--- config.mk ---
export PLATFORM = sky130hd
export DESIGN_NAME = conv_stim_master_flat
export DESIGN_NICKNAME = d
export VERILOG_FILES = /design/src/rtl/conv_pkg.sv /design/src/rtl/conv_stim_master_if.sv /design/src/rtl/lfsr25.sv /design/src/rtl/conv_stim_master.sv /design/src/flat_wrapper.sv
export SDC_FILE = /design/constraint.sdc
export NUM_CORES = 1
export LEC_CHECK = 0
export CAP_MARGIN = 20
export CORE_MARGIN = 5
export CORE_UTILIZATION = 35
export CTS_BUF_LIST = sky130_fd_sc_hd__clkbuf_8
export DETAILED_ROUTE_END_ITERATION = 8
export PLACE_DENSITY_LB_ADDON = 0.05
export SYNTH_ARGS = -nofsm -noshare
export SYNTH_HDL_FRONTEND = slang
export SYNTH_SLANG_ARGS = --single-unit
--- constraint.sdc ---
create_clock -name i_clk -period 3.94 [get_ports i_clk]
set_clock_uncertainty 0.15 [all_clocks]
set_input_delay 0.394 -clock i_clk [delete_from_list [all_inputs] [get_ports i_clk]]
set_output_delay 0.394 -clock i_clk [all_outputs]
set_load 0.02 [all_outputs]
--- src/rtl/conv_pkg.sv ---
// Shared types and constants for the convolution stimulus master.
package conv_pkg;

  localparam int X_W    = 25;
  localparam int CONV_W = 2;

  // Fibonacci LFSR taps for x^25 + x^22 + 1
  localparam int TAP_A = 24;
  localparam int TAP_B = 21;

  typedef enum logic [1:0] {
    IDLE = 2'd0,
    RUN  = 2'd1,
    DONE = 2'd2
  } state_t;

  // One LFSR step: feedback bit enters at bit 0
  function automatic logic [X_W-1:0] lfsr_step(input logic [X_W-1:0] x);
    return {x[X_W-2:0], x[TAP_A] ^ x[TAP_B]};
  endfunction

endpackage

--- src/rtl/conv_stim_master_if.sv ---
// Operand/result handshake bundle between the stimulus master and the conv core.
// Signal names are from the master's point of view.
interface conv_stim_master_if;
  import conv_pkg::*;

  logic              o_valid;
  logic              i_ready;
  logic [X_W-1:0]    o_bit_X;
  logic [X_W-1:0]    o_bit_K;
  logic              i_valid;
  logic [CONV_W-1:0] i_conv;
  logic              o_ready;

  modport master (
    output o_valid, o_bit_X, o_bit_K, o_ready,
    input  i_ready, i_valid, i_conv
  );

  modport slave (
    input  o_valid, o_bit_X, o_bit_K, o_ready,
    output i_ready, i_valid, i_conv
  );

endinterface

--- src/rtl/lfsr25.sv ---
// Window generator: loadable 25-bit Fibonacci LFSR that never loads the all-zero lock-up state.
module lfsr25
  import conv_pkg::*;
(
  input  logic           i_clk,
  input  logic           i_arstn,
  input  logic           i_load,
  input  logic [X_W-1:0] i_seed,
  input  logic           i_advance,
  output logic [X_W-1:0] o_x
);

  // Load has priority over advance; a zero seed is replaced by 1
  always_ff @(posedge i_clk or negedge i_arstn) begin
    if (!i_arstn) begin
      o_x <= '0;
    end else if (i_load) begin
      o_x <= (i_seed == '0) ? X_W'(1) : i_seed;
    end else if (i_advance) begin
      o_x <= lfsr_step(o_x);
    end
  end

endmodule

--- src/rtl/conv_stim_master.sv ---
// Stimulus master: issues N convolution operations to the core with a credit
// limit on outstanding operations, collects results and reports sum/cycles/error.
//
// state | meaning
// IDLE  | waiting for a start edge
// RUN   | issuing operands and collecting results
// DONE  | run complete, results held until the next start edge
module conv_stim_master
  import conv_pkg::*;
#(
  parameter int MAX_OUT = 2,
  parameter int CNT_W   = 16
) (
  input  logic                i_clk,
  input  logic                i_arstn,
  input  logic                i_start,
  input  logic [CNT_W-1:0]    i_count,
  input  logic [X_W-1:0]      i_seed,
  input  logic [X_W-1:0]      i_bit_K,
  conv_stim_master_if.master  core,
  output logic                o_busy,
  output logic                o_done,
  output logic                o_err,
  output logic [31:0]         o_sum,
  output logic [31:0]         o_cycles
);

  localparam logic [3:0] CREDITS = 4'(MAX_OUT);

  state_t            state, state_nxt;
  logic              start_q, start_qq, start_edge;
  logic              run_load;
  logic [CNT_W-1:0]  count_q, issued, received;
  logic [3:0]        outstanding;
  logic [X_W-1:0]    kernel_q, x_cur;
  logic              op_hs, res_hs, res_ok, res_last;

  assign start_edge = start_q & ~start_qq;

  // o_valid depends only on registered state, never on i_ready
  assign core.o_valid = (state == RUN) && (issued < count_q) && (outstanding < CREDITS);
  assign core.o_ready = (state == RUN);
  assign core.o_bit_X = x_cur;
  assign core.o_bit_K = kernel_q;

  assign op_hs    = core.o_valid & core.i_ready;
  assign res_hs   = core.i_valid & core.o_ready;
  // A result with nothing outstanding is spurious and is discarded
  assign res_ok   = res_hs & (outstanding != '0);
  assign res_last = res_ok & ((received + CNT_W'(1)) == count_q);

  assign o_busy = (state == RUN);
  assign o_done = (state == DONE);

  // Register the start level once and keep one more stage for edge detection
  always_ff @(posedge i_clk or negedge i_arstn) begin
    if (!i_arstn) begin
      start_q  <= 1'b0;
      start_qq <= 1'b0;
    end else begin
      start_q  <= i_start;
      start_qq <= start_q;
    end
  end

  // FSM state register
  always_ff @(posedge i_clk or negedge i_arstn) begin
    if (!i_arstn) state <= IDLE;
    else          state <= state_nxt;
  end

  // FSM next state; start edges are honoured only outside RUN
  always_comb begin
    state_nxt = state;
    run_load  = 1'b0;
    case (state)
      IDLE, DONE: begin
        if (start_edge) begin
          run_load  = 1'b1;
          state_nxt = (i_count != '0) ? RUN : DONE;
        end
      end
      RUN: begin
        if (res_last) state_nxt = DONE;
      end
      default: state_nxt = IDLE;
    endcase
  end

  // Run counters, credit tracking, sum and sticky error
  always_ff @(posedge i_clk or negedge i_arstn) begin
    if (!i_arstn) begin
      count_q     <= '0;
      kernel_q    <= '0;
      issued      <= '0;
      received    <= '0;
      outstanding <= '0;
      o_sum       <= '0;
      o_cycles    <= '0;
      o_err       <= 1'b0;
    end else if (run_load) begin
      count_q     <= i_count;
      kernel_q    <= i_bit_K;
      issued      <= '0;
      received    <= '0;
      outstanding <= '0;
      o_sum       <= '0;
      o_cycles    <= '0;
      o_err       <= 1'b0;
    end else if (state == RUN) begin
      if (o_cycles != '1) o_cycles <= o_cycles + 32'd1;
      if (op_hs) issued <= issued + CNT_W'(1);
      if (res_ok) begin
        o_sum    <= o_sum + 32'(core.i_conv);
        received <= received + CNT_W'(1);
      end
      if (res_hs && !res_ok) o_err <= 1'b1;
      case ({op_hs, res_ok})
        2'b10:   outstanding <= outstanding + 4'd1;
        2'b01:   outstanding <= outstanding - 4'd1;
        default: outstanding <= outstanding;
      endcase
    end
  end

  lfsr25 u_lfsr (
    .i_clk     (i_clk),
    .i_arstn   (i_arstn),
    .i_load    (run_load),
    .i_seed    (i_seed),
    .i_advance (op_hs),
    .o_x       (x_cur)
  );

endmodule

--- src/flat_wrapper.sv ---
// flat-port wrapper written by rule: the top's interface ports become plain ports
module conv_stim_master_flat import conv_pkg::*;
#(
  parameter int MAX_OUT = 2,
  parameter int CNT_W   = 16
)
  (i_clk, i_arstn, i_start, i_count, i_seed, i_bit_K, o_busy, o_done, o_err, o_sum, o_cycles, core_o_valid, core_o_bit_X, core_o_bit_K, core_o_ready, core_i_ready, core_i_valid, core_i_conv);
  conv_stim_master_if core_i ();
  input  logic i_clk;
  input  logic i_arstn;
  input  logic i_start;
  input  logic [CNT_W-1:0] i_count;
  input  logic [X_W-1:0] i_seed;
  input  logic [X_W-1:0] i_bit_K;
  output logic o_busy;
  output logic o_done;
  output logic o_err;
  output logic [31:0] o_sum;
  output logic [31:0] o_cycles;
  output wire logic [$bits(core_i.o_valid)-1:0] core_o_valid;
  output wire logic [$bits(core_i.o_bit_X)-1:0] core_o_bit_X;
  output wire logic [$bits(core_i.o_bit_K)-1:0] core_o_bit_K;
  output wire logic [$bits(core_i.o_ready)-1:0] core_o_ready;
  input wire logic [$bits(core_i.i_ready)-1:0] core_i_ready;
  input wire logic [$bits(core_i.i_valid)-1:0] core_i_valid;
  input wire logic [$bits(core_i.i_conv)-1:0] core_i_conv;
  assign core_o_valid = core_i.o_valid;
  assign core_o_bit_X = core_i.o_bit_X;
  assign core_o_bit_K = core_i.o_bit_K;
  assign core_o_ready = core_i.o_ready;
  assign core_i.i_ready = core_i_ready;
  assign core_i.i_valid = core_i_valid;
  assign core_i.i_conv = core_i_conv;
  conv_stim_master #(.MAX_OUT(MAX_OUT), .CNT_W(CNT_W)) u_core (.i_clk(i_clk), .i_arstn(i_arstn), .i_start(i_start), .i_count(i_count), .i_seed(i_seed), .i_bit_K(i_bit_K), .core(core_i), .o_busy(o_busy), .o_done(o_done), .o_err(o_err), .o_sum(o_sum), .o_cycles(o_cycles));
endmodule
==> results.sh <==
export IMPL_synthCells=1033
export IMPL_ys_types=54
export IMPL_routedWlPerCell_microns=16.7
export IMPL_numCtsBuffers=17
export IMPL_drt_total_wl_microns=26000
export IMPL_io_buffers=191
export IMPL_synth_area_sq_um=9110
export IMPL_synth_edf_count=0
export IMPL_p_leak_nw=4.83
export IMPL_drtIter0Drc=459
export IMPL_gp_congestion=0.765
export IMPL_period_minus_slack_ns=3.51
export IMPL_slowest_delay_ns=0.68
export IMPL_cp_start_kind="flip-flop"
export IMPL_synthArstFlopShare_pct=100
export IMPL_grt_ovfl_total=0
export IMPL_ys_top_cells_by_area="dfrtp_1 47%, nand2_1 8.7%, xor2_1 3.8%"
export IMPL_grt_total_usage_pct=17.8
export IMPL_htreeDepth=4
export IMPL_setup_violations=0
export IMPL_max_slew_margin_pct=38.1
export IMPL_reg2reg_from="u_core.count_q[15]"
export IMPL_critPathMaxFanout=23
export IMPL_clk_pin_slew_ns=0.09
export IMPL_seq_area_frac_synth_pct=47.0
export IMPL_grt_pass1_vias=7815
export IMPL_firstDrtPassIters=5
export IMPL_grt_max_degree=150
export IMPL_grt_antenna_before_repair=0
export IMPL_crit_family="buffers and inverters"
export IMPL_fmax_ghz=0.285
export IMPL_period_share_pct=89.2
export IMPL_peakVddDrop_mv=0.295
export IMPL_outcome="completed"
export IMPL_drc=0
export IMPL_mostFrequentLayoutCell="nand2_1"
export IMPL_layout_drive_gt1_share_pct=4.82
export IMPL_cts_root_buf="clkbuf_8"
export IMPL_dieArea_sq_um=29300
export IMPL_worstSetupEndpointType="output port"
export IMPL_synth_main_ff_cell="dfrtp_1"
export IMPL_cp_num_buf_inv=2
export IMPL_n_fill_cell=2550
export IMPL_grt_pass1_wl_microns=42300
export IMPL_crit_type="reg2out"
export IMPL_worstPathRequired_ns=3.40
export IMPL_ant_nets=0
export IMPL_n_antenna_cell=0
export IMPL_rsz0062_at_grt="false"
export IMPL_worst_pin_slew_ns=0.929
export IMPL_slowest_stage="clkdlybuf4s50_1"
export IMPL_syn_to_final_growth_pct=30.0
export IMPL_critPathLaunch="u_core.issued[5]"
export IMPL_cts_sinks=171
export IMPL_drv_slew=0
export IMPL_fp_coreArea_sq_um=25800
export IMPL_via_per_inst=5.11
export IMPL_insertion_delay_ns=0.45
export IMPL_crit_path_frequent_cell="a21oi_1"
export IMPL_fin_tns_setup_ns=0
export IMPL_io_pins=192
export IMPL_die_h_microns=171
export IMPL_hold_viol=0
export IMPL_dp_cells=1527
export IMPL_post_cts_resized=0
export IMPL_yosysTopAreaCell="dfrtp_1"
export IMPL_hold_path_class="in2reg"
export IMPL_syn_num_nets=1131
export IMPL_crit_chain="ha_1 > a21oi_1 > o21ai_0 > a21oi_1 > nor2_1 > buf_4 > a211oi_1 > clkdlybuf4s50_1"
export IMPL_dp_hpwl_microns=18300
export IMPL_utilization_pct=45.8
export IMPL_layout_common_cells="210 x nand2_1, 190 x clkdlybuf4s50_1, 171 x dfrtp_1"
export IMPL_syn_area_per_cell_sq_um=8.82
export IMPL_ys_ff_latch=171
export IMPL_via_count=7965
export IMPL_crit_arrival_ns=2.97
export IMPL_ys_warn_count=0
export IMPL_final_cells=1559
export IMPL_p_per_area_nw_per_um2=436
export IMPL_die_w_microns=171
export IMPL_max_cap_violations=0
export IMPL_cts_max_path_buffers=2
export IMPL_hold_start="i_start"
export IMPL_cts_tree="done"
export IMPL_fin_nets=1310
export IMPL_synth_top_area_share_pct=47.0
export IMPL_start_util_pct=35.2
export IMPL_num_rows=59
path summary, 6_finish.rpt:
path                                                 to  slack, ns  cells past startpoint
worst min-delay path                     u_core.start_q       0.24                      1
worst max register to register    u_core.outstanding[3]       0.46                     15
max in group asynchronous                u_core.start_q       2.26                      3
min in group asynchronous       u_core.core.o_bit_K[24]       0.46                      2
worst min register to register          u_core.start_qq       0.26                      0
worst max-delay path                       core_o_valid       0.43                      8
registers in the layout, indices dropped and copies added (netlist names):
| signal | cells |
|---|---|
| u_core.core.o_bit_K | 25 |
| u_core.count_q | 16 |
| u_core.issued | 16 |
| u_core.o_cycles | 32 |
| u_core.o_err | 1 |
| u_core.o_sum | 32 |
| u_core.outstanding | 4 |
| u_core.received | 16 |
| u_core.start_q | 1 |
| u_core.start_qq | 1 |
| u_core.state | 2 |
| u_core.u_lfsr.o_x | 25 |
area by class of cell:
cell class	count	area, sq um	area share (%)
inverter	27	101	0.856
multi-input combinational	786	4550	38.4
clock inverter	13	165	1.40
timing repair buffer	209	2080	17.5
clock buffer	18	248	2.09
sequential	171	4280	36.2
tap	335	419	3.54
power breakdown:
part           internal [mW]  switching, mW  total (mW)
clock                  0.649          0.679        1.33
combinational          0.720          0.815        1.54
sequential              2.00          0.293        2.29
total                   3.37           1.79        5.16
cells by family (layout without fill, tap and decap cells):
family                   after synthesis  count (layout)  synth area share [%]
adder cells (fa/ha/maj)               25              25                  3.60
XOR/XNOR                              72              72                  6.93
buffers and inverters                 76             267                  3.24
AND/OR/NAND/NOR                      511             511                  26.4
multiplexers                          11              11                  1.24
AO/OA/AOI/OAI                        167             167                  11.6
flip-flops                           171             171                  47.0
per-layer routing:
| layer | GRT usage (%) | part of all wire [%] | vias up |
|---|---|---|---|
| met1 | 25.4 | 48 | 3828 |
| li1 | - | - | 3972 |
| met2 | 28.2 | 47 | 147 |
| met5 | 0 | 0 | - |
| met4 | 4.20 | 1.2 | 0 |
| met3 | 3.54 | 3.9 | 18 |
per-stage QoR:
step / setup WS, ns / instance area [sq um] / power (mW) / hold WS (ns)
after floorplan: 0.547 / 9110 / 3.15 / -0.0516
after global placement: 0.517 / 11400 / 3.87 / 0.257
after detailed placement: 0.458 / 11400 / 3.88 / 0.251
after CTS: 0.365 / 11800 / 5.24 / 0.205
after global routing: 0.176 / 11800 / 5.50 / 0.205
final: 0.427 / 11800 / 5.16 / 0.237
Yosys cell counts, drive strengths merged (7+ instances only):
cell and n:
o21ai 59, o211ai 29, buf 17, and4 11, nand4 26, nor2 87, a21oi 34, inv 26
and3 16, or4 7, nand2 210, ha 23, dfrtp 171, o31ai 12, clkbuf 32, nor3b 9
nor3 27, nor4 19, or3 11, xor2 40, a31oi 9, mux2i 9, nand2b 11, nand3 63
xnor2 32
timing repair:
action / CTS / global route
setup buffers: 0 / 0
hold buffers: 1 / 0
endpoints found under the hold margin: 92 / 0
No activity file was read; power rests on OpenSTA's default activity.
